`config.mk`:
```
export PLATFORM = sky130hd
export DESIGN_NAME = shutdown_monitor
export DESIGN_NICKNAME = d
export VERILOG_FILES = /design/src/rtl/shutdown_monitor.sv
export SDC_FILE = /design/constraint.sdc
export NUM_CORES = 1
export LEC_CHECK = 0
export BUFFER_PORTS_ARGS = -buffer_cell sky130_fd_sc_hd__buf_2
export CORE_ASPECT_RATIO = 0.5
export CORE_MARGIN = 4
export CORE_UTILIZATION = 50
export DETAILED_ROUTE_END_ITERATION = 6
export GPL_TIMING_DRIVEN = 0
export PLACE_DENSITY = 0.71
export SLEW_MARGIN = 0
export SYNTH_ARGS = -nofsm -noshare
export SYNTH_HDL_FRONTEND = slang
export SYNTH_SLANG_ARGS = --single-unit
```
`constraint.sdc`:
```
create_clock -name clk -period 2.26 [get_ports clk]
set_input_delay 0.113 -clock clk [delete_from_list [all_inputs] [get_ports clk]]
set_output_delay 0.113 -clock clk [all_outputs]
set_load 0.01 [all_outputs]
```
`src/rtl/shutdown_monitor.sv`:
```
`default_nettype none
`timescale 1ns/1ps
// ============================================================================
// Module   : shutdown_monitor
// Purpose  : Safety supervisor for the GPIO disable stage. It synchronizes and
//            debounces the kill switch and the undervolt comparator, watches
//            the CPU heartbeat, keeps sticky fault latches and sequences
//            SHUTDOWN -> HOLDOFF -> RUN.
// Ports    : clk        - single clock
//            reset_n    - synchronous active-low reset
//            kill_sw_n  - raw kill switch, 0 = kill
//            undervolt  - raw battery-low comparator, 1 = fault
//            heartbeat  - CPU heartbeat, each rising edge is one beat
//            wdt_enable - watchdog enable
//            clear      - fault clear / re-arm request
//            shutdown   - {not_running, wdt_fault, uv_fault, kill_fault}
//            state      - FSM state (00 SHUTDOWN, 01 HOLDOFF, 10 RUN)
// Revision : 1.0 - initial release
// ============================================================================
module shutdown_monitor #(
  parameter int unsigned DEBOUNCE_CYCLES = 16,
  parameter int unsigned WDT_CYCLES      = 1000,
  parameter int unsigned HOLDOFF_CYCLES  = 64
) (
  input  logic       clk,
  input  logic       reset_n,
  input  logic       kill_sw_n,
  input  logic       undervolt,
  input  logic       heartbeat,
  input  logic       wdt_enable,
  input  logic       clear,
  output logic [3:0] shutdown,
  output logic [1:0] state
);

  typedef enum logic [1:0] {
    ST_SHUTDOWN = 2'b00,
    ST_HOLDOFF  = 2'b01,
    ST_RUN      = 2'b10
  } state_t;

  localparam logic [15:0] c_db_target = 16'(DEBOUNCE_CYCLES);
  localparam logic [23:0] c_wdt_limit = 24'(WDT_CYCLES);
  localparam logic [15:0] c_ho_last   = 16'(HOLDOFF_CYCLES - 1);

  // Synchronizers (meta -> sync), plus a delayed heartbeat for edge detect
  logic kill_meta_q, kill_sync_q;
  logic uv_meta_q, uv_sync_q;
  logic hb_meta_q, hb_sync_q, hb_prev_q;

  // Debounce state
  logic        kill_deb_q, kill_deb_d;
  logic [15:0] kill_cnt_q, kill_cnt_d;
  logic        uv_deb_q, uv_deb_d;
  logic [15:0] uv_cnt_q, uv_cnt_d;

  // Watchdog, holdoff, latches, FSM, outputs
  logic [23:0] wdt_cnt_q, wdt_cnt_d;
  logic [15:0] ho_cnt_q, ho_cnt_d;
  logic [2:0]  latch_q, latch_d;   // {wdt, uv, kill}
  state_t      state_q, state_d;
  logic [3:0]  shutdown_q, shutdown_d;

  logic        kill_active, uv_active, hb_edge, wdt_cond;
  logic [2:0]  set_vec;
  logic [15:0] kill_cnt_inc, uv_cnt_inc;

  assign kill_active  = ~kill_deb_q;
  assign uv_active    = uv_deb_q;
  assign hb_edge      = hb_sync_q & ~hb_prev_q;
  assign kill_cnt_inc = kill_cnt_q + 16'd1;
  assign uv_cnt_inc   = uv_cnt_q + 16'd1;

  // A heartbeat edge on the limit cycle suppresses the fault.
  assign wdt_cond = (state_q == ST_RUN) && wdt_enable && !hb_edge &&
                    (wdt_cnt_q == c_wdt_limit);

  assign set_vec = {wdt_cond, uv_active, kill_active};

  always_comb begin
    // Kill debounce: flip when the mismatch run reaches the target length
    kill_deb_d = kill_deb_q;
    kill_cnt_d = 16'd0;
    if (kill_sync_q != kill_deb_q) begin
      if (kill_cnt_inc == c_db_target) begin
        kill_deb_d = ~kill_deb_q;
      end else begin
        kill_cnt_d = kill_cnt_inc;
      end
    end

    // Undervolt debounce, same scheme
    uv_deb_d = uv_deb_q;
    uv_cnt_d = 16'd0;
    if (uv_sync_q != uv_deb_q) begin
      if (uv_cnt_inc == c_db_target) begin
        uv_deb_d = ~uv_deb_q;
      end else begin
        uv_cnt_d = uv_cnt_inc;
      end
    end

    // Watchdog counter; holds at the limit so it can never wrap
    if ((state_q != ST_RUN) || !wdt_enable || hb_edge) begin
      wdt_cnt_d = 24'd0;
    end else if (wdt_cnt_q == c_wdt_limit) begin
      wdt_cnt_d = wdt_cnt_q;
    end else begin
      wdt_cnt_d = wdt_cnt_q + 24'd1;
    end

    latch_d  = latch_q | set_vec;
    state_d  = state_q;
    ho_cnt_d = 16'd0;

    case (state_q)
      ST_SHUTDOWN: begin
        // Re-arm only when nothing is active or about to latch
        if (clear && (set_vec == 3'b000)) begin
          latch_d  = 3'b000;
          ho_cnt_d = 16'd0;
          state_d  = ST_HOLDOFF;
        end
      end
      ST_HOLDOFF: begin
        ho_cnt_d = ho_cnt_q + 16'd1;
        if ((latch_q != 3'b000) || kill_active || uv_active) begin
          state_d = ST_SHUTDOWN;
        end else if (ho_cnt_q == c_ho_last) begin
          state_d = ST_RUN;
        end
      end
      ST_RUN: begin
        if (latch_q != 3'b000) begin
          state_d = ST_SHUTDOWN;
        end
      end
      default: begin
        state_d = ST_SHUTDOWN;
      end
    endcase

    shutdown_d = {(state_d != ST_RUN), latch_d};
  end

  always_ff @(posedge clk) begin
    if (!reset_n) begin
      kill_meta_q <= 1'b1;
      kill_sync_q <= 1'b1;
      uv_meta_q   <= 1'b0;
      uv_sync_q   <= 1'b0;
      hb_meta_q   <= 1'b0;
      hb_sync_q   <= 1'b0;
      hb_prev_q   <= 1'b0;
      kill_deb_q  <= 1'b1;
      kill_cnt_q  <= 16'd0;
      uv_deb_q    <= 1'b0;
      uv_cnt_q    <= 16'd0;
      wdt_cnt_q   <= 24'd0;
      ho_cnt_q    <= 16'd0;
      latch_q     <= 3'b000;
      state_q     <= ST_SHUTDOWN;
      shutdown_q  <= 4'b1000;
    end else begin
      kill_meta_q <= kill_sw_n;
      kill_sync_q <= kill_meta_q;
      uv_meta_q   <= undervolt;
      uv_sync_q   <= uv_meta_q;
      hb_meta_q   <= heartbeat;
      hb_sync_q   <= hb_meta_q;
      hb_prev_q   <= hb_sync_q;
      kill_deb_q  <= kill_deb_d;
      kill_cnt_q  <= kill_cnt_d;
      uv_deb_q    <= uv_deb_d;
      uv_cnt_q    <= uv_cnt_d;
      wdt_cnt_q   <= wdt_cnt_d;
      ho_cnt_q    <= ho_cnt_d;
      latch_q     <= latch_d;
      state_q     <= state_d;
      shutdown_q  <= shutdown_d;
    end
  end

  assign shutdown = shutdown_q;
  assign state    = state_q;

endmodule
`default_nettype wire

```
# == Word-level counts from Yosys, hierarchy flattened ==
# Index checks and enable logic that the tools add are counted.
# totals
output_inout_bits,6
input_bits,7
ff_bits,90
# op_classes
bitwise_logic,8
reduce_logical,19
mux,7
n_eq_ne,10
n_addsub,4
# op_table
operator,count
$add 16x1->16 const B,3
$eq 16x5->1 const B,2
$add 24x1->24 const B,1
$eq 24x10->1 const B,1
$eq 16x6->1 const B,1
$mux 2,4
$mux 3,2
$not 1->1,6
$pmux 2 s3,1
$reduce_and 2->1,3
$reduce_or 3->1,2
$logic_and 1x1->1,4
$logic_or 1x1->1,4
$ne 2x2->1 const B,2
$logic_not 3->1,1
$or 3x3->3,1
$reduce_bool 3->1,1
$eq 2x1->1 const B,1
$eq 2x2->1 const B,1
$logic_not 1->1,2
$logic_not 2->1,1
$ne 1x1->1,2
$reduce_or 2->1,1
$and 1x1->1,1

# == Depth between registers and ports, before layout ==
# logic_depth
depth_word,10
ltp_mapped,8

# == Least setup slack after synthesis ==
# Ideal clock, no wire load.
# synth_timing
path_type,register -> register
start,reg kill_cnt_q[0]
end,reg kill_deb_q
setup_slack_ns,0.006
stages_incl_launch_ff,9
t_required_ns,2.198
period_less_slack_ns,2.254
t_arrival_ns,2.192
path_cell_list,dfxtp_1 ha_1 clkbuf_1 nand2_1 nor4_4 nand4_1 a2111o_1 or3_1 nand3_1
# synth_via
elab_chain_len,3
# synth_lines
item,line_no,rtl
from (decl),53,"logic [15:0] kill_cnt_q, kill_cnt_d;"
from (signal assigned),173,kill_cnt_q <= kill_cnt_d;
$add 16x1->16,71,assign kill_cnt_inc = kill_cnt_q + 16'd1;
$eq 16x5->1,85,if (kill_cnt_inc == c_db_target) begin
$reduce_and 2->1 (no source line),-,
to (signal assigned),172,kill_deb_q <= kill_deb_d;
to (decl),52,"logic kill_deb_q, kill_deb_d;"
# Every way passes these cells.
# A chain may end at the register's enable or synchronous reset.

# == Worst setup path in the final report ==
# layout_timing
start,reg uv_cnt_q[2]
end,reg uv_cnt_q[5]
# layout_via
elab_chain_len,3
# layout_lines
item,line_no,rtl
from (decl),55,"logic [15:0] uv_cnt_q, uv_cnt_d;"
from (signal assigned),175,uv_cnt_q <= uv_cnt_d;
$add 16x1->16 *,72,assign uv_cnt_inc = uv_cnt_q + 16'd1;
$eq 16x5->1,96,if (uv_cnt_inc == c_db_target) begin
$reduce_or 3->1 (no source line),-,
# Every way passes the cells marked *; elsewhere a longest branch is shown, timed or not.

==> results.sh <==
export IMPL_irDropWorstVdd_mv=0.421
export IMPL_syn_area_um2=4060
export IMPL_synth_area_leaders="dfxtp_1, xor2_1, nor2_1"
export IMPL_antenna_found_initial=0
export IMPL_grt_start_max_net_pins=15
export IMPL_slowest_delay_ps=650
export IMPL_cts_reportedPaths_clkPinSlew_ps=60
export IMPL_grt_pass1_vias=2961
export IMPL_syn_instance_count=474
export IMPL_finalCritPeriodShare=0.943
export IMPL_start_util=0.534
export IMPL_hold_path_class="in -> reg"
export IMPL_synth_async_reset_ratio=0
export IMPL_clkLatencyLatePin_ps=340
export IMPL_synth_edf_count=0
export IMPL_leakagePower_nw=1.61
export IMPL_cts_tree="yes"
export IMPL_outcome="finished, final reports clean"
export IMPL_worstPathRequired_ps=2480
export IMPL_post_drt_via_cell_ratio=5.17
export IMPL_holdPathStages=2
export IMPL_ant_nets=0
export IMPL_hpwl_mm=5.06
export IMPL_antenna_diode_count=0
export IMPL_rr_worst_depth=7
export IMPL_crit_start="uv_cnt_q[2]$_SDFF_PP0_"
export IMPL_cts_root_buffer="clkbuf_16"
export IMPL_worstHoldEndpoint="kill_meta_q$_SDFF_PN1_"
export IMPL_via_count=3167
export IMPL_final_cell_count_no_fill=612
export IMPL_grt_usage=0.168
export IMPL_wirelength_mm=7.47
export IMPL_r2r_start="uv_cnt_q[2]$_SDFF_PP0_"
export IMPL_post_route_min_period_ps=2130
export IMPL_critical_path_class="reg -> reg"
export IMPL_start_kind="flip-flop"
export IMPL_synth_seq_area_share=0.429
export IMPL_crit_chain="nand3_1 > or4b_2 > o311ai_0 > nand4_1 > buf_4 > o21bai_2 > nor2_1"
export IMPL_portBuffers=11
export IMPL_synth_nets=488
export IMPL_post_drt_wl_per_cell_um=12.2
export IMPL_end_kind="flip-flop"
export IMPL_num_rows=22
export IMPL_clock_sinks=87
export IMPL_maxCapViolations=0
export IMPL_fin_hold_ws_ps=140
export IMPL_die_x_um=135
export IMPL_drt_iter0_markers=208
export IMPL_overflow=0
export IMPL_crit_fanout=6
export IMPL_cts_buffers_inserted=9
export IMPL_final_layout_size_suffix_gt1_frac=0.109
export IMPL_synth_area_leader_cell="dfxtp_1"
export IMPL_critPathSlowestCell="or4b_2"
export IMPL_io_pins=13
export IMPL_dp_cells=593
export IMPL_synth_top_area_share=0.429
export IMPL_avgSynthCellArea_um2=8.56
export IMPL_synth_flop_cell="dfxtp_1"
export IMPL_h_tree_depth=3
export IMPL_synth_cell_types=49
export IMPL_grt_pass1_wl_mm=13.3
export IMPL_yosysWarnings=0
export IMPL_fin_skew_ps=5.86
export IMPL_cp_arrival_ps=2360
export IMPL_place_congestion=0.777
export IMPL_synth_most_common_cell="dfxtp_1"
export IMPL_drc=0
export IMPL_synthTopCellsByCount="dfxtp_1, nor2_1, xor2_1"
export IMPL_max_slew_margin=0.633
export IMPL_fmax_ghz=0.469
export IMPL_die_h_um=71.7
export IMPL_hold_viol=0
export IMPL_powerDensity_nw_per_um2=637
export IMPL_max_clock_path_buffers=2
export IMPL_rr_endpoint="uv_cnt_q[5]$_SDFF_PP0_"
export IMPL_core_area_um2=7600
export IMPL_slew_violations=0
export IMPL_synth_seq_cells=87
export IMPL_min_from="reset_n"
export IMPL_reg2reg_slack_ps=130
export IMPL_first_pass_iters=4
export IMPL_layout_nets=513
export IMPL_setup_viol=0
export IMPL_area_growth_pct=14.4
export IMPL_dieArea_um2=9710
export IMPL_power_total_w=0.00296
export IMPL_worst_pin_slew_ps=544
[cells in the final DEF, fill, tap and decap left out, types with 2 or more instances in the layout]
master          n
nor2_1         85
and3_1         11
ha_1            6
nor3_2          2
nor3_1          8
inv_1          12
nand2_1        36
and2_1          7
or3_1           8
nor3b_1         4
mux2i_1         3
nor2b_1         3
xor2_1         43
nand3_1        34
buf_2          14
nand4_1        14
clkbuf_16       9
buf_4           5
clkbuf_1       10
nand2b_1        4
nand3b_1        3
dlygate4sd3_1   3
a21oi_1         9
clkinvlp_4      2
and4_1          7
clkinv_2        2
xnor2_1        21
or4b_2          2
dfxtp_1        83
o21ai_0        10
nor4_1          6
o31ai_1         4
dfxtp_2         4
o21bai_4        2
[through the flow]
stage,setup TNS [ps],area [um^2],util,worst slack (ps)
6_report,0,4640,0.611,129
3_5_place_dp,-4060,4250,0.559,-357
2_1_floorplan,0,4060,-,6.09
5_1_grt,-126,4640,0.611,-26.5
4_1_cts,0,4610,0.607,0.752
3_3_place_gp,-4040,4250,0.559,-290
[repair_timing]
action                                  in CTS  in global routing
pin swaps                                    3                  4
cloned                                       1                  0
hold endpoints to repair                     3                  0
setup buffers                                2                  3
gates resized for setup                      7                  7
endpoints found under the setup margin      18                 21
hold buffers                                 3                  0
[cell type report]
cell class | instances | area, um^2
inverter | 12 | 45.0
fill | 684 | 2950
tap | 108 | 135
timing repair buffer | 19 | 123
clock buffer | 11 | 243
multi-input combinational | 357 | 2260
clock inverter | 5 | 33.8
sequential | 87 | 1750
buffer | 13 | 53.8
[state kept, by name, indices dropped and copies added (netlist names), 2 cells and up]
register,count
wdt_cnt_q,24
ho_cnt_q,16
kill_cnt_q,16
uv_cnt_q,16
latch_q,2
shutdown,2
state,2
[cell families (layout without fill, tap and decap cells)]
group	count (synthesis)	after routing	share of synthesized area
AOI/OAI and AO/OA	38	39	0.0647
buffers and inverters	31	60	0.0299
xor gates and xnor gates	64	64	0.138
DFF	87	87	0.429
muxes	4	4	0.0102
adders and majority gates	7	7	0.0216
and+or+nand+nor	243	243	0.306
[how the worst max path moves through the flow]
stage,end,slack (ps),depth (start not counted)
3_3_place_gp,kill_cnt_q[9]$_SDFF_PP0_,-290,8
3_5_place_dp,kill_cnt_q[6]$_SDFF_PP0_,-360,8
6_report,uv_cnt_q[5]$_SDFF_PP0_,130,7
5_1_grt,uv_cnt_q[5]$_SDFF_PP0_,-30,8
2_1_floorplan,kill_deb_q$_SDFFE_PN1P_,6,8
4_1_cts,kill_deb_q$_SDFFE_PN1P_,0.8,7
[critical path: cells and delay by family (launching register included)]
| kind | cells | cell delay [ps] |
|---|---|---|
| simple gates | 4 | 1090 |
| compound gates | 2 | 350 |
| buf+inv | 1 | 170 |
| flops | 1 | 410 |
[power breakdown]
part	total (W)	switching [W]	internal, W
Clock	0.00137	0.000594	0.000772
Combinational	0.0000440	0.0000243	0.0000196
Sequential	0.00155	0.00000697	0.00154
[routing by layer]
layer	global-route usage	vias up	part of all wire
li1	-	1679	-
met1	0.213	1447	0.50
met2	0.275	29	0.45
met3	0.0456	12	0.030
met4	0.0682	0	0.017
met5	0	-	0
No activity file was read; power rests on OpenSTA's default activity.
